`config.mk`:
```
export PLATFORM = sky130hd
export DESIGN_NAME = branch_predict_gshare_spec_flat
export DESIGN_NICKNAME = d
export VERILOG_FILES = /design/src/rtl/branch_predict_gshare_spec_pkg.sv /design/src/rtl/branch_predict_gshare_spec_if.sv /design/src/rtl/branch_predict_gshare_spec_bp_stage_reg.sv /design/src/rtl/branch_predict_gshare_spec.sv /design/src/flat_wrapper.sv
export SDC_FILE = /design/constraint.sdc
export NUM_CORES = 2
export LEC_CHECK = 0
export BUFFER_PORTS_ARGS = -buffer_cell sky130_fd_sc_hd__buf_2
export CAP_MARGIN = 20
export CORE_MARGIN = 2
export CORE_UTILIZATION = 45
export CTS_CLUSTER_SIZE = 16
export DETAILED_ROUTE_END_ITERATION = 7
export MAX_ROUTING_LAYER = met4
export PLACE_DENSITY_LB_ADDON = 0.2
export SLEW_MARGIN = 20
export SYNTH_ARGS = -nofsm -noshare
export SYNTH_HDL_FRONTEND = slang
export SYNTH_SLANG_ARGS = --single-unit
```
`constraint.sdc`:
```
create_clock -name clk -period 10 [get_ports clk]
set_clock_uncertainty 0.2 [all_clocks]
set_input_delay 1.5 -clock clk [delete_from_list [all_inputs] [get_ports clk]]
set_output_delay 1.5 -clock clk [all_outputs]
set_load 0.01 [all_outputs]
```
`src/rtl/branch_predict_gshare_spec_pkg.sv`:
```
// Shared definitions for the gshare predictor: counter-state encodings and
// helpers that derive the reset and saturation values for a given counter width.
package branch_predict_gshare_spec_pkg;

    localparam int CTR_W_MAX = 4;

    typedef enum logic [1:0] {
        CTR_STRONG_NT = 2'b00,
        CTR_WEAK_NT   = 2'b01,
        CTR_WEAK_T    = 2'b10,
        CTR_STRONG_T  = 2'b11
    } ctr2_state_e;

    // Weakly-taken reset value: only the MSB set.
    function automatic logic [CTR_W_MAX-1:0] ctr_init(input int ctr_w);
        ctr_init = 4'b0001 << (ctr_w - 1);
    endfunction

    function automatic logic [CTR_W_MAX-1:0] ctr_max(input int ctr_w);
        ctr_max = 4'b1111 >> (CTR_W_MAX - ctr_w);
    endfunction

endpackage

```
`src/rtl/branch_predict_gshare_spec_if.sv`:
```
// Pipeline-side signal bundle of the gshare predictor; the pipeline is the
// master, the predictor the slave.
interface branch_predict_gshare_spec_if #(
    parameter int PHT_DEPTH = 8,
    parameter int GHR_LEN   = 8,
    parameter int CNT_W     = 32
);
    logic [31:0]          pcF;
    logic                 stallD;
    logic                 flushD;
    logic                 flushE;
    logic                 flushM;
    logic                 branchD;
    logic                 branchM;
    logic                 actual_takeM;
    logic                 pred_takeD;
    logic                 mispredictM;
    logic [PHT_DEPTH-1:0] PHT_index;
    logic [GHR_LEN-1:0]   ghr_spec;
    logic [CNT_W-1:0]     branch_cnt;
    logic [CNT_W-1:0]     mispred_cnt;

    modport master (
        output pcF, stallD, flushD, flushE, flushM, branchD, branchM, actual_takeM,
        input  pred_takeD, mispredictM, PHT_index, ghr_spec, branch_cnt, mispred_cnt
    );

    modport slave (
        input  pcF, stallD, flushD, flushE, flushM, branchD, branchM, actual_takeM,
        output pred_takeD, mispredictM, PHT_index, ghr_spec, branch_cnt, mispred_cnt
    );
endinterface

```
`src/rtl/branch_predict_gshare_spec_bp_stage_reg.sv`:
```
// Pipeline stage register: async active-low reset, synchronous clear that
// wins over the enable.
module bp_stage_reg #(
    parameter int W = 1
) (
    input  logic         clk,
    input  logic         rst_n,
    input  logic         clr_i,
    input  logic         en_i,
    input  logic [W-1:0] d_i,
    output logic [W-1:0] q_o
);

    // Stage contents: reset, flush, hold or load.
    always_ff @(posedge clk or negedge rst_n) begin
        if (!rst_n) begin
            q_o <= {W{1'b0}};
        end else if (clr_i) begin
            q_o <= {W{1'b0}};
        end else if (en_i) begin
            q_o <= d_i;
        end
    end

endmodule

```
`src/rtl/branch_predict_gshare_spec.sv`:
```
// Gshare branch predictor: PHT of saturating counters indexed by PC xor
// speculative history, with the fetch index carried down to M for the update.
module branch_predict_gshare_spec
    import branch_predict_gshare_spec_pkg::*;
#(
    parameter int PHT_DEPTH = 8,
    parameter int GHR_LEN   = 8,
    parameter int CTR_W     = 2,
    parameter int CNT_W     = 32
) (
    input  logic                          clk,
    input  logic                          rst,
    branch_predict_gshare_spec_if.slave   bus
);

    localparam int N_ENT = 1 << PHT_DEPTH;
    localparam int SW    = PHT_DEPTH + 1;
    localparam logic [CTR_W-1:0] CTR_INIT = CTR_W'(ctr_init(CTR_W));
    localparam logic [CTR_W-1:0] CTR_MAX  = CTR_W'(ctr_max(CTR_W));

    logic [CTR_W-1:0]     pht_q [N_ENT];
    logic [GHR_LEN-1:0]   ghr_spec_q, ghr_spec_d;
    // The oldest architectural bit never reaches recovery, so it is not kept.
    logic [GHR_LEN-2:0]   ghr_arch_q, ghr_arch_d;
    logic [CNT_W-1:0]     branch_cnt_q, branch_cnt_d;
    logic [CNT_W-1:0]     mispred_cnt_q, mispred_cnt_d;
    logic [CTR_W-1:0]     ctr_upd_d;

    logic [PHT_DEPTH-1:0] ghr_ext_s, idx_f_s, idx_m_s;
    logic [SW-1:0]        stage_f_s, stage_d_s, stage_e_s, stage_m_s;
    logic                 pred_f_s, pred_d_s, pred_m_s;
    logic                 mispredict_s, advance_s;
    logic [CTR_W-1:0]     ctr_cur_s;

    assign ghr_ext_s = PHT_DEPTH'(ghr_spec_q);
    assign idx_f_s   = bus.pcF[PHT_DEPTH+1:2] ^ ghr_ext_s;
    assign pred_f_s  = pht_q[idx_f_s][CTR_W-1];
    assign stage_f_s = {pred_f_s, idx_f_s};

    bp_stage_reg #(.W(SW)) u_stage_d (
        .clk(clk), .rst_n(rst), .clr_i(bus.flushD), .en_i(~bus.stallD),
        .d_i(stage_f_s), .q_o(stage_d_s)
    );
    bp_stage_reg #(.W(SW)) u_stage_e (
        .clk(clk), .rst_n(rst), .clr_i(bus.flushE), .en_i(1'b1),
        .d_i(stage_d_s), .q_o(stage_e_s)
    );
    bp_stage_reg #(.W(SW)) u_stage_m (
        .clk(clk), .rst_n(rst), .clr_i(bus.flushM), .en_i(1'b1),
        .d_i(stage_e_s), .q_o(stage_m_s)
    );

    assign pred_d_s     = stage_d_s[SW-1];
    assign pred_m_s     = stage_m_s[SW-1];
    assign idx_m_s      = stage_m_s[PHT_DEPTH-1:0];
    assign ctr_cur_s    = pht_q[idx_m_s];
    assign mispredict_s = bus.branchM & (pred_m_s ^ bus.actual_takeM);
    assign advance_s    = bus.branchD & ~bus.stallD & ~bus.flushE;

    // Next history, counter and statistics values; recovery beats speculation.
    always_comb begin
        ghr_arch_d    = ghr_arch_q;
        ghr_spec_d    = ghr_spec_q;
        ctr_upd_d     = ctr_cur_s;
        branch_cnt_d  = branch_cnt_q;
        mispred_cnt_d = mispred_cnt_q;
        if (bus.branchM) begin
            ghr_arch_d = GHR_LEN'({ghr_arch_q, bus.actual_takeM});
        end else begin
            ghr_arch_d = ghr_arch_q;
        end
        if (mispredict_s) begin
            ghr_spec_d = {ghr_arch_q, bus.actual_takeM};
        end else if (advance_s) begin
            ghr_spec_d = {ghr_spec_q[GHR_LEN-2:0], pred_d_s};
        end else begin
            ghr_spec_d = ghr_spec_q;
        end
        if (bus.actual_takeM) begin
            ctr_upd_d = (ctr_cur_s == CTR_MAX) ? ctr_cur_s : ctr_cur_s + CTR_W'(1);
        end else begin
            ctr_upd_d = (ctr_cur_s == {CTR_W{1'b0}}) ? ctr_cur_s : ctr_cur_s - CTR_W'(1);
        end
        if (bus.branchM && (branch_cnt_q != {CNT_W{1'b1}})) begin
            branch_cnt_d = branch_cnt_q + CNT_W'(1);
        end else begin
            branch_cnt_d = branch_cnt_q;
        end
        if (mispredict_s && (mispred_cnt_q != {CNT_W{1'b1}})) begin
            mispred_cnt_d = mispred_cnt_q + CNT_W'(1);
        end else begin
            mispred_cnt_d = mispred_cnt_q;
        end
    end

    // Predictor state: PHT entry at the carried M index, histories, counters.
    always_ff @(posedge clk or negedge rst) begin
        if (!rst) begin
            for (int i = 0; i < N_ENT; i++) begin
                pht_q[i] <= CTR_INIT;
            end
            ghr_spec_q    <= {GHR_LEN{1'b0}};
            ghr_arch_q    <= {(GHR_LEN-1){1'b0}};
            branch_cnt_q  <= {CNT_W{1'b0}};
            mispred_cnt_q <= {CNT_W{1'b0}};
        end else begin
            if (bus.branchM) begin
                pht_q[idx_m_s] <= ctr_upd_d;
            end
            ghr_spec_q    <= ghr_spec_d;
            ghr_arch_q    <= ghr_arch_d;
            branch_cnt_q  <= branch_cnt_d;
            mispred_cnt_q <= mispred_cnt_d;
        end
    end

    assign bus.pred_takeD  = bus.branchD & pred_d_s;
    assign bus.mispredictM = mispredict_s;
    assign bus.PHT_index   = idx_f_s;
    assign bus.ghr_spec    = ghr_spec_q;
    assign bus.branch_cnt  = branch_cnt_q;
    assign bus.mispred_cnt = mispred_cnt_q;

endmodule

```
`src/flat_wrapper.sv`:
```
// flat-port wrapper written by rule: the top's interface ports become plain ports
module branch_predict_gshare_spec_flat import branch_predict_gshare_spec_pkg::*;
#(
    parameter int PHT_DEPTH = 8,
    parameter int GHR_LEN   = 8,
    parameter int CTR_W     = 2,
    parameter int CNT_W     = 32
)
  (clk, rst, bus_pcF, bus_stallD, bus_flushD, bus_flushE, bus_flushM, bus_branchD, bus_branchM, bus_actual_takeM, bus_pred_takeD, bus_mispredictM, bus_PHT_index, bus_ghr_spec, bus_branch_cnt, bus_mispred_cnt);
  branch_predict_gshare_spec_if #(.PHT_DEPTH(PHT_DEPTH), .GHR_LEN(GHR_LEN), .CNT_W(CNT_W)) bus_i ();
  input  logic clk;
  input  logic rst;
  input wire logic [$bits(bus_i.pcF)-1:0] bus_pcF;
  input wire logic [$bits(bus_i.stallD)-1:0] bus_stallD;
  input wire logic [$bits(bus_i.flushD)-1:0] bus_flushD;
  input wire logic [$bits(bus_i.flushE)-1:0] bus_flushE;
  input wire logic [$bits(bus_i.flushM)-1:0] bus_flushM;
  input wire logic [$bits(bus_i.branchD)-1:0] bus_branchD;
  input wire logic [$bits(bus_i.branchM)-1:0] bus_branchM;
  input wire logic [$bits(bus_i.actual_takeM)-1:0] bus_actual_takeM;
  output wire logic [$bits(bus_i.pred_takeD)-1:0] bus_pred_takeD;
  output wire logic [$bits(bus_i.mispredictM)-1:0] bus_mispredictM;
  output wire logic [$bits(bus_i.PHT_index)-1:0] bus_PHT_index;
  output wire logic [$bits(bus_i.ghr_spec)-1:0] bus_ghr_spec;
  output wire logic [$bits(bus_i.branch_cnt)-1:0] bus_branch_cnt;
  output wire logic [$bits(bus_i.mispred_cnt)-1:0] bus_mispred_cnt;
  assign bus_i.pcF = bus_pcF;
  assign bus_i.stallD = bus_stallD;
  assign bus_i.flushD = bus_flushD;
  assign bus_i.flushE = bus_flushE;
  assign bus_i.flushM = bus_flushM;
  assign bus_i.branchD = bus_branchD;
  assign bus_i.branchM = bus_branchM;
  assign bus_i.actual_takeM = bus_actual_takeM;
  assign bus_pred_takeD = bus_i.pred_takeD;
  assign bus_mispredictM = bus_i.mispredictM;
  assign bus_PHT_index = bus_i.PHT_index;
  assign bus_ghr_spec = bus_i.ghr_spec;
  assign bus_branch_cnt = bus_i.branch_cnt;
  assign bus_mispred_cnt = bus_i.mispred_cnt;
  branch_predict_gshare_spec #(.PHT_DEPTH(PHT_DEPTH), .GHR_LEN(GHR_LEN), .CTR_W(CTR_W), .CNT_W(CNT_W)) u_core (.clk(clk), .rst(rst), .bus(bus_i));
endmodule
```
==> out/results.tsv <==
metric	value	unit
Die Ht	285.0	µm
RSZ-0062 raised after global routing	no	
Setup crit start kind	flip-flop	
vias after detailed routing	30064	
P_leak	13.59	nW
largest net degree at the start of global routing	202	
post-synth top area cell	dfrtp_1	
ys flop type	dfrtp_1	
final hold violations	0	
H-tree Lvls	3	
status	finished, final reports clean	
nets	3562	
clock net sink count	618	
initial antenna violation count	1	
vias in the first global route	28396	
CTS tree	done	
PD cells	183.3	nW/µm²
area grow syn2layout	9.457	%
Worst Path Max Fanout	75	
first-pass GRT wire length	178200	µm
post-synthesis xor/xnor area fraction	0.01750	
HPWL Detailed	67110	µm
Post-route DRC	0	
Slew HR	0.1669	
Setup Crit Path Kind	reg -> reg	
CP required	10.34	ns
Resize count post-CTS	0	
post-synthesis async set-or-reset flop share	1.000	
Max Freq	0.1472	GHz
Ys Warns	0	
Placer Congestion	0.8518	
clock tree buffer depth	3	
combinational family with the most area after synthesis	simple AND/OR/NAND/NOR gates	
wirelength, routed	114300	µm
Cell Area, Synth	35520	µm²
EDFF count, synth	0	
Num CTS Buffers	72	
final core utilization	0.4946	
worst skew pair latency	0.64	ns
count of final setup violators	0	
# hold bufs at CTS	0	
worst hold path type	reg -> reg	
Core Region	78610	µm²
All-Layer GR Usage	0.2887	
CP Launch Point	u_core.u_stage_m.q_o[3]$_DFF_PN0_	
IO Port Bufs	98	
router iterations before antenna repair	6	
Worst Path Arrival	7.14	ns
clock root buffer	clkbuf_16	
largest cells by area after synthesis	dfrtp_1 (26%), dfstp_2 (19%), mux4_2 (10%)	
Initial Utilization	0.4519	
post-synth top area share	0.2550	
layout cells sized above 1	0.2186	
setup_tns	0	ns
vias per cell	6.493	
grt ovf	0	
Worst VDD drop	0.2270	mV
cell-internal power	0.004531	W
FP Rows	103	
multiplexer share of the synthesized area	0.1295	
DR WL/cell	24.69	µm
Mapped Cells	3635	
Clk pwr share	0.376	
Netlist cell types	61	
Mapped Avg Cell Area	9.773	µm²
Net Sw Power	0.002598	W
CP endpoint kind	flip-flop	
Period minus WS final	6.795	ns
worst slew pin tran	1.245	ns
Max-Cap Viols	0	
Initial DRC Count	3145	
syn nets	3678	
area share of fa/ha/maj cells after synthesis	0.0007044	
combinational share of power	0.242	
postcts setup bufs	0	
post-synthesis compound-gate area fraction	0.1734	
Seq/Total Area, Yosys	0.4444	
hold slack	0.2588	ns
period utilization	0.6795	
IO Pins	123	
hold wc startpoint	u_core.u_stage_e.q_o[6]$_DFF_PN0_	
Synth Area in Simple Gates	0.1775	
Die Width	285.0	µm
Sw Ratio	0.3644	
sequential share of power	0.381	
full die area	81210	µm²
Worst R2R Start	u_core.u_stage_m.q_o[3]$_DFF_PN0_	
Synth Register Bits	618	
Reg clk slew, reported paths	0.06	ns
Post-DRT Antenna Nets	0	
Pins Over Slew Limit	0	
==> registers in the layout, summed over array words and instances, names as in the netlist <==
register,cells
u_core.bus.branch_cnt,32
u_core.bus.mispred_cnt,32
u_core.pht_q,512
u_core.bus.ghr_spec,8
u_core.ghr_arch_q,7
u_core.u_stage_d.q_o,9
u_core.u_stage_m.q_o,9
u_core.u_stage_e.q_o,9
==> critical path, cell delays in order (launching register included) <==
cell and delay (ns):
dfrtp_1 0.70, buf_4 0.47, nor2b_4 0.37, buf_4 0.37, a22oi_1 0.17, a2111oi_0 0.90
a211oi_1 0.13, mux2i_1 0.47, or4_4 0.80, buf_4 0.88, buf_4 0.76, a211oi_1 0.11
nor3_1 0.24
==> stage by stage <==
stage	total power [W]	setup slack, ns	area (µm²)	cells
2_1_floorplan	0.003962	5.576	35520	3635
5_1_grt	0.007397	3.092	38880	4627
6_report	0.007129	3.205	38880	4630
3_5_place_dp	0.004458	3.505	36500	4495
4_1_cts	0.007152	3.489	38880	4627
3_3_place_gp	0.004441	3.491	36450	4492
==> layout by cell type (no fill, tap or decap), drive strengths merged, types with 4 or more instances in the layout <==
master,count
inv,16
o31ai,257
and4,10
nor4b,4
dfrtp,362
a22oi,52
nand2b,7
xor2,24
o21ai,19
mux2,14
a221oi,10
nor3b,4
and3,9
a2111oi,6
nand3,58
nand4,40
o211ai,6
mux4,159
clkinv,20
nand3b,4
a21oi,269
a31oi,8
dfstp,256
and2,9
nor2b,27
clkbuf,106
nand2,580
xnor2,47
nor4,4
a211oi,263
mux2i,86
buf,191
nor3,527
nor2,82
==> cell type report <==
cell class	instances	area, µm²
timing repair buffer	191	1349
clock buffer	106	2112
antenna	3	7.507
sequential	618	15790
inverter	16	61.31
clock inverter	26	269.0
multi-input combinational	2620	17980
fill	7263	39730
tap	1050	1314
==> synthesized netlist by cell type (all sizes together), types with 4 or more instances <==
master   instances
nand3           58
nor3b            4
nand4           40
o31ai          257
nor3           527
a221oi          10
and2             9
a31oi            8
clkbuf         227
nand2b           7
mux2            14
nand2          580
a2111oi          6
nor4b            4
nand3b           4
xnor2           47
mux2i           86
buf            154
mux4           159
o211ai           6
inv             13
dfrtp          362
a211oi         263
nor2b           27
o21ai           19
xor2            24
and4            10
nor4             4
a22oi           52
dfstp          256
a21oi          269
nor2            82
and3             9
==> cell families after synthesis <==
logic type                 after synthesis
AOI/OAI and AO/OA                      909
xor gates and xnor gates                71
adders and majority gates                2
buffers and inverters                  397
DFF                                    618
muxes                                  259
and+or+nand+nor                       1379
==> power groups by stage <==
stage	sequential (W)	combinational [W]	clock (W)
floorplan	0.00274	0.00122	0
global placement	0.00275	0.00169	0
detailed placement	0.00276	0.00170	0
CTS	0.00272	0.00170	0.00273
global route	0.00273	0.00183	0.00283
finish	0.00272	0.00173	0.00268
==> routing by layer <==
metal  wire (µm)  track usage  vias up
met5           0            -        -
met4        4407       0.1110        0
met3        9304      0.04488      261
met2       51420       0.4197     1294
met1       49160       0.4072    15062
li1            -            -    13447
==> final timing paths <==
check                                                     to  slack [ns]  depth (start not counted)
min in group asynchronous      u_core.pht_q[212]$_DFFE_PN0P_        0.70                          1
hold reg to reg            u_core.u_stage_m.q_o[6]$_DFF_PN0_        0.26                          1
max in group asynchronous      u_core.pht_q[440]$_DFFE_PN0P_        6.92                          3
hold / removal             u_core.u_stage_m.q_o[6]$_DFF_PN0_        0.26                          1
setup / recovery                u_core.pht_q[27]$_DFFE_PN1P_        3.21                         12
setup reg to reg                u_core.pht_q[27]$_DFFE_PN1P_        3.21                         12
Power figures use the tool's default switching activity.
